## src/rtl/sound_event_scheduler.sv

```systemverilog
// Tone sequencer for three game sound events: latches request pulses, plays
// one fixed-length tone at a time by fixed priority, then holds a silent gap.
module sound_event_scheduler #(
  parameter int DUR_CYCLES = 12_500_000,
  parameter int GAP_CYCLES = 2_500_000
) (
  input  logic       clk,
  input  logic       reset,
  input  logic [2:0] req,
  input  logic       mute,
  output logic       tone_en,
  output logic [1:0] tone_sel,
  output logic [2:0] grant,
  output logic       busy,
  output logic [2:0] pending
);

  typedef enum logic [1:0] {
    S_IDLE = 2'd0,
    S_PLAY = 2'd1,
    S_GAP  = 2'd2
  } state_t;

  localparam logic [23:0] DUR_M1 = 24'(DUR_CYCLES - 1);
  localparam logic [23:0] GAP_M1 = 24'(GAP_CYCLES - 1);

  // Isolates the lowest set bit: req[0] has the highest priority.
  function automatic logic [2:0] lowest_onehot(input logic [2:0] v);
    return v & (~v + 3'd1);
  endfunction

  function automatic logic [1:0] sel_code(input logic [2:0] onehot);
    logic [1:0] code;
    case (onehot)
      3'b001:  code = 2'd1;
      3'b010:  code = 2'd2;
      3'b100:  code = 2'd3;
      default: code = 2'd0;
    endcase
    return code;
  endfunction

  state_t      r_state, w_state_nxt;
  logic [23:0] r_cnt, w_cnt_nxt;
  logic        r_tone_en, w_tone_en_nxt;
  logic [1:0]  r_tone_sel, w_tone_sel_nxt;
  logic [2:0]  r_grant, w_grant_nxt;
  logic        r_busy, w_busy_nxt;
  logic [2:0]  r_pending, w_pending_nxt;
  logic [2:0]  w_req_all, w_winner;
  logic        w_launch;

  assign w_req_all     = r_pending | req;
  assign w_winner      = lowest_onehot(w_req_all);
  assign w_pending_nxt = w_req_all & ~(w_launch ? w_winner : 3'b000);
  assign w_busy_nxt    = (w_state_nxt != S_IDLE);

  always_ff @(posedge clk or posedge reset) begin
    if (reset) begin
      r_state <= S_IDLE;
    end else begin
      r_state <= w_state_nxt;
    end
  end

  always_comb begin
    w_state_nxt    = r_state;
    w_cnt_nxt      = r_cnt;
    w_tone_en_nxt  = r_tone_en;
    w_tone_sel_nxt = r_tone_sel;
    w_grant_nxt    = 3'b000;
    w_launch       = 1'b0;
    case (r_state)
      S_IDLE: begin
        // mute holds off launch while requests keep accumulating
        if (!mute && (w_req_all != 3'b000)) begin
          w_launch       = 1'b1;
          w_state_nxt    = S_PLAY;
          w_cnt_nxt      = DUR_M1;
          w_tone_en_nxt  = 1'b1;
          w_tone_sel_nxt = sel_code(w_winner);
          w_grant_nxt    = w_winner;
        end
      end
      S_PLAY: begin
        if (mute) begin
          w_state_nxt    = S_IDLE;
          w_cnt_nxt      = 24'd0;
          w_tone_en_nxt  = 1'b0;
          w_tone_sel_nxt = 2'd0;
        end else if (r_cnt == 24'd0) begin
          w_state_nxt    = S_GAP;
          w_cnt_nxt      = GAP_M1;
          w_tone_en_nxt  = 1'b0;
          w_tone_sel_nxt = 2'd0;
        end else begin
          w_cnt_nxt = r_cnt - 24'd1;
        end
      end
      S_GAP: begin
        if (mute || (r_cnt == 24'd0)) begin
          w_state_nxt = S_IDLE;
          w_cnt_nxt   = 24'd0;
        end else begin
          w_cnt_nxt = r_cnt - 24'd1;
        end
      end
      default: begin
        w_state_nxt    = S_IDLE;
        w_cnt_nxt      = 24'd0;
        w_tone_en_nxt  = 1'b0;
        w_tone_sel_nxt = 2'd0;
      end
    endcase
  end

  always_ff @(posedge clk or posedge reset) begin
    if (reset) begin
      r_cnt      <= 24'd0;
      r_tone_en  <= 1'b0;
      r_tone_sel <= 2'd0;
      r_grant    <= 3'b000;
      r_busy     <= 1'b0;
      r_pending  <= 3'b000;
    end else begin
      r_cnt      <= w_cnt_nxt;
      r_tone_en  <= w_tone_en_nxt;
      r_tone_sel <= w_tone_sel_nxt;
      r_grant    <= w_grant_nxt;
      r_busy     <= w_busy_nxt;
      r_pending  <= w_pending_nxt;
    end
  end

  assign tone_en  = r_tone_en;
  assign tone_sel = r_tone_sel;
  assign grant    = r_grant;
  assign busy     = r_busy;
  assign pending  = r_pending;

endmodule
```

## config.mk

```make
export PLATFORM = sky130hd
export DESIGN_NAME = sound_event_scheduler
export DESIGN_NICKNAME = d
export VERILOG_FILES = /design/src/rtl/sound_event_scheduler.sv
export SDC_FILE = /design/constraint.sdc
export NUM_CORES = 1
export LEC_CHECK = 0
export CAP_MARGIN = 20
export CORE_UTILIZATION = 58
export CTS_CLUSTER_DIAMETER = 40
export DETAILED_ROUTE_END_ITERATION = 10
export PLACE_DENSITY = 0.87
export SLEW_MARGIN = 20
export SYNTH_ARGS = -nofsm -noshare
export SYNTH_HDL_FRONTEND = slang
export SYNTH_SLANG_ARGS = --single-unit
```

## constraint.sdc

```tcl
create_clock -name clk -period 3 [get_ports clk]
set_clock_uncertainty 0.1 [all_clocks]
set_input_delay 0.45 -clock clk [delete_from_list [all_inputs] [get_ports clk]]
set_output_delay 0.45 -clock clk [all_outputs]
set_load 0.02 [all_outputs]
```

==> impl_summary.log, run 1 <==
INFO  metric crit_path_start = r_cnt[17]$_DFFE_PP0P_
INFO  metric area_delta_synth_final = 14.7%
INFO  metric post_dp_area = around 0.0023 mm2
INFO  metric synthesis.instances = 238
INFO  metric synth-async-reset-ratio = 100%
INFO  metric final_layout_size_suffix_gt1_share = under 10%
INFO  metric dp.final_hpwl = around 3.5 mm
INFO  metric drt_first_iter_violations = ~140
INFO  metric mappedNetlistNets = ~250
INFO  metric worst_setup_path_class = reg2reg
INFO  metric num_antenna_cells = 0
INFO  metric post_route_cell_area = about 0.0024 mm2
INFO  metric timing_worst_slew_pin_value = ~0.72 ns
INFO  metric cts_post_setup_buffers_inserted = 0
INFO  metric grt_max_degree = 37
INFO  metric routed_wire_length_per_instance = 16.5 um
INFO  metric top_flip_flop_cell_by_instance_count_after_synthesis = dfrtp_1
INFO  metric leakage_power = between 0.9 and 1 nW
INFO  metric final_cell_mix = dfrtp_1 (36), nor2_1 (24), nand2_1 (18), a21oi_1 (18), o21ai_0 (16)
INFO  metric cts_buffers = 5
INFO  metric yosys_warnings = 0
INFO  metric p_per_area = just over 500 mW/mm2
INFO  metric numClockSinks = 36
INFO  metric ctsRootBufferMaster = clkbuf_4
INFO  metric post-synth-top-area-fraction = a little over two fifths
INFO  metric floorplan.rows = 21
INFO  metric reg2reg_to = r_cnt[12]$_DFFE_PP0P_
INFO  metric portBuffers = 15
INFO  metric post_synth_instance_area = between 0.002 and 0.0025 mm2
INFO  metric timing_max_transition_violations_final = 0
INFO  metric timing.final.crit_period = between 2 and 3 ns
INFO  metric clk_pin_slew = approximately 0.11 ns
INFO  metric postSynthRegisterBits = 36
INFO  metric groute.usage.overall = between 20% and 30%
INFO  metric fp.dieW = slightly above 60 um
INFO  metric first_pass_grt_wire_length = 8.70 mm
INFO  metric synth-seq-area-share = around 43%
INFO  metric nNetsFinal = 264
INFO  metric final_hold_viol_count = 0
INFO  metric initial_utilization = 61.9%
INFO  metric place.gp.congestion = between 0.9 and 1
INFO  metric critical_path.reg2reg.startpoint = r_cnt[17]$_DFFE_PP0P_
INFO  metric synth_area_per_cell = 8.81 um2
INFO  metric dr_total_vias = just under 2,000
INFO  metric crit_end_category = register
INFO  metric cp-endpoint = r_cnt[12]$_DFFE_PP0P_
INFO  metric globalRouteOverflowTotal = 0
INFO  metric vias_per_cell = around 6.5
INFO  metric grt_antenna_before_repair = 0
INFO  metric critical_path.startpoint_type = register
INFO  metric cts_tree = yes
INFO  metric path_max_fanout = 19
INFO  metric layout.cells.most_common = dfrtp_1
INFO  metric core_area = 0.00339 mm2
INFO  metric max-clock-path-buffers = 2
INFO  metric status = completed
INFO  metric multiInputGateArea = 0.00112 mm2
INFO  metric setup-violations-final = 0
INFO  metric dr.pass1.iters = 7
INFO  metric drt_drc_violations_left = 0
INFO  metric filler_cell_count = ~270
INFO  metric routed_antenna_nets = 0
INFO  metric ctsHoldBuffers = 0
INFO  metric post_cts_resized = 0
INFO  metric cap_viol_max_count = 0
INFO  metric r2r_setup_slk = ~0.32 ns
INFO  metric synth.top_cells.by_area = dfrtp_1 (43%), nor4_1 (4.5%), a21oi_1 (4.3%)
INFO  metric htreeDepth = 2
INFO  metric die_y = between 60 and 70 um
INFO  metric maximum_ir_drop_on_the_vdd_rail = about 0.43 mV
INFO  metric number_of_global_route_vias_before_repair = ~1,900
INFO  metric clock_insertion_delay_worst_skew = 0.35 ns
INFO  metric i_o_pin_cnt = 16
INFO  metric total_area_of_sequential_cells = 901 um2
INFO  metric cp_data_arrival_time = around 2.8 ns
INFO  metric fmaxAchievable = 373 MHz
INFO  metric yosys.cell_types.count = between 50 and 60
INFO  metric rsz_0062_raised_after_global_routing = false
INFO  metric fp.dieArea = 0.00386 mm2
INFO  metric slew_headroom = 51.9%
INFO  metric synth.largest_area_cell = dfrtp_1
INFO  metric r2r.worst_path.cells = 5
INFO  metric holdCritPathClass = in2async
INFO  metric totalNegativeSetupSlack = 0 ns
INFO  metric finalWirelength = between 4 and 5 mm
INFO  metric finalCritPeriodShare = about nine tenths
INFO  metric cp_data_required_time = around 3.2 ns
INFO  metric synth-edff-count = 0
[synth_stat cells (2+ instances only)]
cell type and n:
a211oi_1 2, a21o_1 5, a21oi_1 18, a31oi_1 8, a41oi_1 2, and2_1 5, and3_1 6, clkbuf_1 9
dfrtp_1 36, ha_1 2, inv_1 8, nand2_1 18, nand2b_1 5, nand3_1 8, nor2_1 24, nor2b_1 2
nor3_1 6, nor4_1 15, o21a_1 2, o21ai_0 16, o21bai_1 2, o311ai_0 2, o31a_1 3, o31ai_1 2
or3_1 2, or4_1 4
[worst min-delay path by stage]
stage                          start               endpoint  slack, ns
2_1_floorplan  r_cnt[19]$_DFFE_PP0P_  r_cnt[19]$_DFFE_PP0P_       0.35
5_1_grt        r_cnt[19]$_DFFE_PP0P_  r_cnt[19]$_DFFE_PP0P_       0.42
3_3_place_gp     tone_en$_DFFE_PP0P_    tone_en$_DFFE_PP0P_       0.36
3_5_place_dp   r_cnt[19]$_DFFE_PP0P_  r_cnt[19]$_DFFE_PP0P_       0.39
4_1_cts                        reset  r_cnt[22]$_DFFE_PP0P_       0.41
6_report                       reset   pending[1]$_DFF_PP0_       0.39
[metal layers]
layer	wire [um]	vias up	part of all wire (%)	track usage, %
met5	0	-	0	0
met4	119	0	2.4	13.1
met3	376	12	7.5	5.70
met2	2380	87	48	45.6
met1	2120	949	42	38.1
li1	-	936	-	-
[area by class of cell]
type                    instances  area share, %
multi-input cells             183           46.5
flip-flops and latches         36           37.4
repair buffers                 22           8.42
clock buffers                   7           2.70
well taps                      46           2.39
clock inverters                 1           1.25
inverters                       8           1.25
[metrics by stage]
step / total power [mW] / setup slack, ns / util, % / hold WS, ns / cells
5_1_grt: 1.29 / 0.212 / 71.0 / 0.424 / 303
4_1_cts: 1.23 / 0.337 / 71.0 / 0.405 / 303
6_report: 1.23 / 0.320 / 71.0 / 0.393 / 303
2_1_floorplan: 0.763 / 0.635 / - / 0.349 / 238
3_5_place_dp: 0.850 / 0.366 / 68.2 / 0.388 / 295
3_3_place_gp: 0.839 / 0.404 / 68.2 / 0.361 / 295
[report_power, final]
part	switching (mW)	leakage, nW	total (mW)	internal [mW]
Clock	0.163	0.0515	0.384	0.221
Combinational	0.140	0.493	0.244	0.104
Sequential	0.0651	0.442	0.603	0.537
[sequential cells by signal, indices dropped and copies added (netlist names)]
name,count
pending,3
busy,1
r_cnt,24
tone_en,1
grant,3
r_state,2
tone_sel,2
[logic make-up (layout without fill, tap and decap cells)]
group,after synthesis,after routing,synth area share [%]
xor gates and xnor gates,1,1,0.418
and+or+nand+nor,103,103,26.6
buffers and inverters,19,38,3.64
adders and majority gates,2,2,1.19
AOI/OAI and AO/OA,77,77,25.2
DFF,36,36,43.0
[critical path: stages (launching register included)]
cell     delay [ns]
dfrtp_1        0.41
or4_1          0.65
nor4b_4        0.56
a31oi_4        0.34
a21o_1         0.24
a211o_1        0.27
Note: power is estimated with default switching activity, not from simulation.
==> inputs of run 2 (changes only) <==
Settings changed: SLEW_MARGIN 20 to unset.
==> results of run 2 <==
Final layout, timing and power as in run 1 (identical DEF).
